File: config.mk
export PLATFORM = sky130hd
export DESIGN_NAME = regfile_mp_flat
export DESIGN_NICKNAME = d
export VERILOG_FILES = /design/src/rtl/regfile_pkg.sv /design/src/rtl/regfile_mp_if.sv /design/src/rtl/regfile_scoreboard.sv /design/src/rtl/regfile_mp.sv /design/src/flat_wrapper.sv
export SDC_FILE = /design/constraint.sdc
export NUM_CORES = 2
export LEC_CHECK = 0
export CAP_MARGIN = 20
export CORE_AREA = 2 2 451 453
export DETAILED_ROUTE_END_ITERATION = 10
export DIE_AREA = 0 0 453 455
export SYNTH_ARGS = -nofsm -noshare
export SYNTH_HDL_FRONTEND = slang
export SYNTH_SLANG_ARGS = --single-unit
File: constraint.sdc
create_clock -name clk -period 2.3 [get_ports clk]
set_input_delay 0.23 -clock clk [delete_from_list [all_inputs] [get_ports clk]]
set_output_delay 0.23 -clock clk [all_outputs]
set_load 0.01 [all_outputs]
File: src/rtl/regfile_pkg.sv
// ============================================================================
// Module   : regfile_pkg
// Purpose  : Shared defaults, types and helpers for the multi-port regfile.
// Revision : 1.0 - initial release
// ============================================================================
`default_nettype none

package regfile_pkg;

   localparam int XLEN     = 32;
   localparam int NREGS    = 32;
   localparam int TRIG_IDX = 31;
   localparam int AW       = $clog2(NREGS);

   typedef logic [AW-1:0]   reg_addr_t;
   typedef logic [XLEN-1:0] xlen_t;

   localparam reg_addr_t REG_ZERO = '0;

   // Architectural writes never land on x0 or on the trigger mirror.
   function automatic logic is_writable(input int unsigned addr, input int unsigned trig);
      return (addr != 0) && (addr != trig);
   endfunction

endpackage

`default_nettype wire

File: src/rtl/regfile_mp_if.sv
// ============================================================================
// Module   : regfile_mp_if
// Purpose  : Read / issue / writeback bundle between pipeline and regfile.
// Revision : 1.0 - initial release
// ============================================================================
`default_nettype none

interface regfile_mp_if #(
   parameter int XLEN  = 32,
   parameter int NREGS = 32,
   parameter int NREAD = 2
);
   localparam int AW = $clog2(NREGS);

   logic [NREAD-1:0][AW-1:0]   rd_addr;
   logic [NREAD-1:0][XLEN-1:0] rd_data;
   logic [NREAD-1:0]           rd_busy;
   logic                       iss_valid;
   logic [AW-1:0]              iss_rd;
   logic                       wb_en;
   logic [AW-1:0]              wb_addr;
   logic [XLEN-1:0]            wb_data;

   modport master (
      output rd_addr, iss_valid, iss_rd, wb_en, wb_addr, wb_data,
      input  rd_data, rd_busy
   );

   modport slave (
      input  rd_addr, iss_valid, iss_rd, wb_en, wb_addr, wb_data,
      output rd_data, rd_busy
   );
endinterface

`default_nettype wire

File: src/rtl/regfile_scoreboard.sv
// ============================================================================
// Module   : regfile_scoreboard
// Purpose  : Per-register pending-write bits with NREAD lookup ports.
// Revision : 1.0 - initial release
// ============================================================================
`default_nettype none

module regfile_scoreboard #(
   parameter int NREGS    = 32,
   parameter int NREAD    = 2,
   parameter int TRIG_IDX = 31,
   parameter int AW       = $clog2(NREGS)
) (
   input  wire logic                      clk,
   input  wire logic                      rst_n,
   input  wire logic                      iss_valid,
   input  wire logic [AW-1:0]             iss_rd,
   input  wire logic                      wb_en,
   input  wire logic [AW-1:0]             wb_addr,
   input  wire logic [NREAD-1:0][AW-1:0]  lk_addr,
   output logic      [NREAD-1:0]          lk_busy
);
   import regfile_pkg::*;

   logic [NREGS-1:0] r_busy;
   logic             w_set;
   logic             w_clr;

   assign w_set = iss_valid && is_writable(int'(iss_rd),  TRIG_IDX);
   assign w_clr = wb_en     && is_writable(int'(wb_addr), TRIG_IDX);

   // Set is applied last so a same-cycle (younger) issue keeps the bit busy.
   always_ff @(posedge clk or negedge rst_n) begin
      if (!rst_n) begin
         r_busy <= '0;
      end else begin
         if (w_clr) r_busy[wb_addr] <= 1'b0;
         if (w_set) r_busy[iss_rd]  <= 1'b1;
      end
   end

   always_comb begin
      lk_busy = '0;
      for (int i = 0; i < NREAD; i++) begin
         lk_busy[i] = r_busy[lk_addr[i]];
      end
   end

endmodule

`default_nettype wire

File: src/rtl/regfile_mp.sv
// ============================================================================
// Module   : regfile_mp
// Purpose  : Multi-read-port register file with busy scoreboard, x0 = 0 and
//            a trigger-mirror register. Optional macro: REGFILE_BYPASS_EN.
// Revision : 1.0 - initial release
// ============================================================================
`default_nettype none

module regfile_mp #(
   parameter int XLEN     = regfile_pkg::XLEN,
   parameter int NREGS    = regfile_pkg::NREGS,
   parameter int NREAD    = 2,
   parameter int TRIG_IDX = regfile_pkg::TRIG_IDX
) (
   input  wire logic                          clk,
   input  wire logic                          rst_n,
   input  wire logic                          trigger,
   regfile_mp_if.slave                        bus,
   output logic      [NREGS-1:0][XLEN-1:0]    dump
);
   import regfile_pkg::*;

   localparam int AW = $clog2(NREGS);

   logic [NREGS-1:0][XLEN-1:0] r_regs;
   logic [NREAD-1:0][XLEN-1:0] w_rd_data;
   logic [NREAD-1:0]           w_rd_busy;
   logic [NREAD-1:0]           w_sb_busy;
   logic                       w_wr_ok;
   logic                       w_iss_ok;

   assign w_wr_ok  = bus.wb_en     && is_writable(int'(bus.wb_addr), TRIG_IDX);
   assign w_iss_ok = bus.iss_valid && is_writable(int'(bus.iss_rd),  TRIG_IDX);

   regfile_scoreboard #(
      .NREGS    (NREGS),
      .NREAD    (NREAD),
      .TRIG_IDX (TRIG_IDX),
      .AW       (AW)
   ) u_scoreboard (
      .clk       (clk),
      .rst_n     (rst_n),
      .iss_valid (bus.iss_valid),
      .iss_rd    (bus.iss_rd),
      .wb_en     (bus.wb_en),
      .wb_addr   (bus.wb_addr),
      .lk_addr   (bus.rd_addr),
      .lk_busy   (w_sb_busy)
   );

   // Entry 0 is never written, so it holds its reset value of zero forever.
   always_ff @(posedge clk or negedge rst_n) begin
      if (!rst_n) begin
         r_regs <= '0;
      end else begin
         r_regs[TRIG_IDX] <= XLEN'(trigger);
         if (w_wr_ok) r_regs[bus.wb_addr] <= bus.wb_data;
      end
   end

   always_comb begin
      w_rd_data = '0;
      w_rd_busy = '0;
      for (int i = 0; i < NREAD; i++) begin
         if (bus.rd_addr[i] != AW'(REG_ZERO)) begin
            w_rd_data[i] = r_regs[bus.rd_addr[i]];
            w_rd_busy[i] = w_sb_busy[i];
         end
`ifdef REGFILE_BYPASS_EN
         // Forward the in-flight writeback; a same-cycle re-issue keeps stored busy.
         if (w_wr_ok && (bus.wb_addr == bus.rd_addr[i])) begin
            w_rd_data[i] = bus.wb_data;
            if (!(w_iss_ok && (bus.iss_rd == bus.wb_addr))) w_rd_busy[i] = 1'b0;
         end
`endif
      end
   end

`ifndef REGFILE_BYPASS_EN
   logic w_unused;
   assign w_unused = w_iss_ok;
`endif

   assign bus.rd_data = w_rd_data;
   assign bus.rd_busy = w_rd_busy;
   assign dump        = r_regs;

endmodule

`default_nettype wire
File: src/flat_wrapper.sv
// flat-port wrapper written by rule: the top's interface ports become plain ports
module regfile_mp_flat import regfile_pkg::*;
#(
   parameter int XLEN     = regfile_pkg::XLEN,
   parameter int NREGS    = regfile_pkg::NREGS,
   parameter int NREAD    = 2,
   parameter int TRIG_IDX = regfile_pkg::TRIG_IDX
)
  (clk, rst_n, trigger, dump, bus_rd_addr, bus_iss_valid, bus_iss_rd, bus_wb_en, bus_wb_addr, bus_wb_data, bus_rd_data, bus_rd_busy);
  regfile_mp_if #(.XLEN(XLEN), .NREGS(NREGS), .NREAD(NREAD)) bus_i ();
  input  wire logic clk;
  input  wire logic rst_n;
  input  wire logic trigger;
  output logic      [NREGS-1:0][XLEN-1:0] dump;
  input wire logic [$bits(bus_i.rd_addr)-1:0] bus_rd_addr;
  input wire logic [$bits(bus_i.iss_valid)-1:0] bus_iss_valid;
  input wire logic [$bits(bus_i.iss_rd)-1:0] bus_iss_rd;
  input wire logic [$bits(bus_i.wb_en)-1:0] bus_wb_en;
  input wire logic [$bits(bus_i.wb_addr)-1:0] bus_wb_addr;
  input wire logic [$bits(bus_i.wb_data)-1:0] bus_wb_data;
  output wire logic [$bits(bus_i.rd_data)-1:0] bus_rd_data;
  output wire logic [$bits(bus_i.rd_busy)-1:0] bus_rd_busy;
  assign bus_i.rd_addr = bus_rd_addr;
  assign bus_i.iss_valid = bus_iss_valid;
  assign bus_i.iss_rd = bus_iss_rd;
  assign bus_i.wb_en = bus_wb_en;
  assign bus_i.wb_addr = bus_wb_addr;
  assign bus_i.wb_data = bus_wb_data;
  assign bus_rd_data = bus_i.rd_data;
  assign bus_rd_busy = bus_i.rd_busy;
  regfile_mp #(.XLEN(XLEN), .NREGS(NREGS), .NREAD(NREAD), .TRIG_IDX(TRIG_IDX)) u_core (.clk(clk), .rst_n(rst_n), .trigger(trigger), .bus(bus_i), .dump(dump));
endmodule
==> results.sh <==
export IMPL_setup_viol=67
export IMPL_yosys_most_used_dff="dfrtp_1"
export IMPL_drc_errors=0
export IMPL_drive_above_1_share_pct=54.1
export IMPL_critical_path_startpoint="u_core.dump[1000]$_DFF_PN0_"
export IMPL_cp_max_fo=3
export IMPL_yosys_area_top_type="dfrtp_1"
export IMPL_max_freq_mhz=341
export IMPL_finalHoldViolCount=0
export IMPL_drv_cap=0
export IMPL_htree_levels=4
export IMPL_grt_pass1_vias=48800
export IMPL_start_util_pct=27.5
export IMPL_drv_slew=0
export IMPL_grt_use_total_pct=32.0
export IMPL_multi_input_area_um2=30200
export IMPL_viasPerCell=5.49
export IMPL_rsz0062_at_grt="yes"
export IMPL_synthSimpleGateAreaFrac_pct=1.72
export IMPL_gr_total_overflow=0
export IMPL_synth_edf_count=0
export IMPL_cts_root_buf="clkbuf_16"
export IMPL_fin_crit_ns=2.93
export IMPL_avgSynthCellArea_um2=14.8
export IMPL_slew_headroom_pct=43.6
export IMPL_num_fill_cells=18300
export IMPL_synth_top_cell_area_share_pct=47.8
export IMPL_portBuffers=1146
export IMPL_die_area_um2=206000
export IMPL_synthAdderAreaFrac_pct=0
export IMPL_synth_seq_cells=1056
export IMPL_p_leak_nw=39.2
export IMPL_clk_path_buf_depth=3
export IMPL_pre_cts_ws_ns=-1.88
export IMPL_synth_xor_area_share_pct=0
export IMPL_grt_pass1_wl_um=448000
export IMPL_critPathRequiredTime_ns=2.07
export IMPL_dpl_hpwl_um=268000
export IMPL_first_pass_iters=7
export IMPL_drt_iter0_drc=5425
export IMPL_gp_congestion=1.02
export IMPL_die_w_um=453
export IMPL_status="finished with violations"
export IMPL_setup_slack_ns=-0.631
export IMPL_syn_inst=3726
export IMPL_worst_ep_arrival_time_ns=2.70
export IMPL_yosysSeqAreaShare_pct=47.8
export IMPL_worstSetupPathType="flop to primary output"
export IMPL_yosysWarnings=0
export IMPL_finClkSkew_ns=0
export IMPL_std_cell_rows=165
export IMPL_violations="negative setup slack"
export IMPL_synthTopCellsByArea="dfrtp_1 48%, mux2_2 17%, mux4_2 16%, mux2i_1 4.7%, mux2_1 2.6%"
export IMPL_min_from="bus_iss_rd[1]"
export IMPL_cts_sinks=1056
export IMPL_clkTransAtPathRegs_ns=0.06
export IMPL_finalCritPeriodShare_pct=127
export IMPL_synth_compound_area_share_pct=6.33
export IMPL_whs_ns=0.181
export IMPL_routedWlPerCell_um=38.3
export IMPL_vias=48500
export IMPL_antenna_found_initial=38
export IMPL_worstRegToRegCells=4
export IMPL_syn_to_final_growth_pct=60.1
export IMPL_start_kind="flop"
export IMPL_cts_made_buffers=133
export IMPL_muxShareOfSynthArea_pct=40.4
export IMPL_ir_drop_mv=0.745
export IMPL_clk_latency_ns=0.80
export IMPL_async_flop_share_pct=100
export IMPL_worstMarginPinSlew_ns=0.847
export IMPL_core_um2=201000
export IMPL_dieHeight_um=455
export IMPL_holdPathStages=3
export IMPL_p_per_area_nw_per_um2=893
export IMPL_cts_tree="yes"
export IMPL_synth_area_um2=55300
export IMPL_ioPinCount=1147
export IMPL_hold_path_class="primary input to flop"
export IMPL_synth_top_family_by_area="multiplexers"
export IMPL_endpoint_kind="primary output"
export IMPL_regArea_um2=26400
export IMPL_finalNetCount=6093
export IMPL_p_total_mw=79.1
export IMPL_ant_nets=0
export IMPL_routed_wirelength_um=338000
export IMPL_ys_types=45
export IMPL_grt_start_max_net_pins=90
-- critical path, cell delays in order, from the launching register on --
cell and delay [ns]:
dfrtp_1 0.40, mux4_2 0.60, a22o_4 0.33, a211oi_4 0.26, nor3_4 0.13, buf_2 0.17
-- final timing paths --
kind	end	slack [ns]
worst min-delay path	u_core.u_scoreboard.r_busy[3]$_DFF_PN0_	0.18
max in group asynchronous	asynchronous set/reset pin	1.17
worst max register to register	flop	1.15
worst max-delay path	bus_rd_data[40]	-0.63
worst min register to register	u_core.u_scoreboard.r_busy[0]$_DFF_PN0_	0.41
min in group asynchronous	asynchronous set/reset pin	0.22
-- cell usage after synthesis (all sizes together), types with 7 or more instances --
master	count
a2111oi	64
a211oi	64
a22o	139
buf	192
clkbuf	251
dfrtp	1056
mux2	960
mux2i	260
mux4	398
nand2	29
nand2b	7
nor2	17
nor2b	10
nor3	73
o21ai	27
o221ai	64
o22ai	66
-- report_power, final --
part	switching, mW	total, mW	internal (mW)	leakage [nW]
logic	15.2	31.7	16.5	23.5
clock network	8.99	22.0	13.0	2.21
registers	3.38	25.4	22.1	13.5
-- metal layers --
metal / vias to the layer above / GRT usage (%) / share of wire [%]
met2: 2580 / 45.4 / 42
met1: 26000 / 43.5 / 42
met3: 628 / 8.48 / 8.7
met4: 18 / 19.6 / 7.3
li1: 19300 / - / -
met5: - / 0 / 0.037
-- stage by stage --
stage          util [%]  area [um^2]  instances  TNS (ns)
6_report           44.0        88600       8829    -34.07
5_1_grt            44.0        88600       8818    -37.53
4_1_cts            43.8        88100       8796    -36.76
3_5_place_dp       40.1        80600       8514    -77.08
3_3_place_gp       40.0        80600       8513    -76.12
2_1_floorplan         -        55400       3756         0
-- cell usage in the layout (no fill, tap or decap), types with 10 or more instances in the layout --
cell / count
clkbuf_16: 138
dfrtp_1: 1051
clkbuf_8: 27
mux2i_1: 259
a211oi_4: 26
diode_2: 18
nor2_4: 13
nor3_4: 31
a22o_4: 94
clkbuf_1: 25
clkdlybuf4s50_1: 1009
nor3_2: 37
mux2_2: 832
a211oi_2: 36
buf_6: 61
bufinv_16: 10
buf_4: 1269
buf_12: 140
mux4_2: 398
mux2_1: 128
conb_1: 31
a2111oi_4: 63
buf_2: 45
clkinv_2: 17
dlygate4sd2_1: 34
o21ai_0: 27
a22o_1: 35
a22o_2: 10
o221ai_1: 61
nand2_1: 18
dlymetal6s2s_1: 19
o22ai_1: 64
nand2_2: 11
-- area by class of cell --
type                    count  share of cell area, %
multi-input cells        2253                   34.1
flip-flops and latches   1056                   29.8
repair buffers           2588                   27.2
clock buffers             190                   4.42
well taps                2672                   3.77
clock inverters            48                  0.661
diodes                     18                 0.0508
inverters                   4                 0.0169
-- cells by family (layout without fill, tap and decap cells) --
logic type,after synthesis,count (layout)
flip-flops,1056,1056
other,1,49
AO/OA/AOI/OAI,429,429
multiplexers,1618,1618
AND/OR/NAND/NOR,175,175
buffers and inverters,447,2830
-- what timing repair did --
action	in CTS	in global routing
endpoints found under the setup margin	100	84
buffers inserted	102	18
pin swaps	227	83
hold buffers	3	0
resized for setup	792	76
hold endpoints to repair	448	0
gates cloned	1	0
No activity file was read; power rests on OpenSTA's default activity.
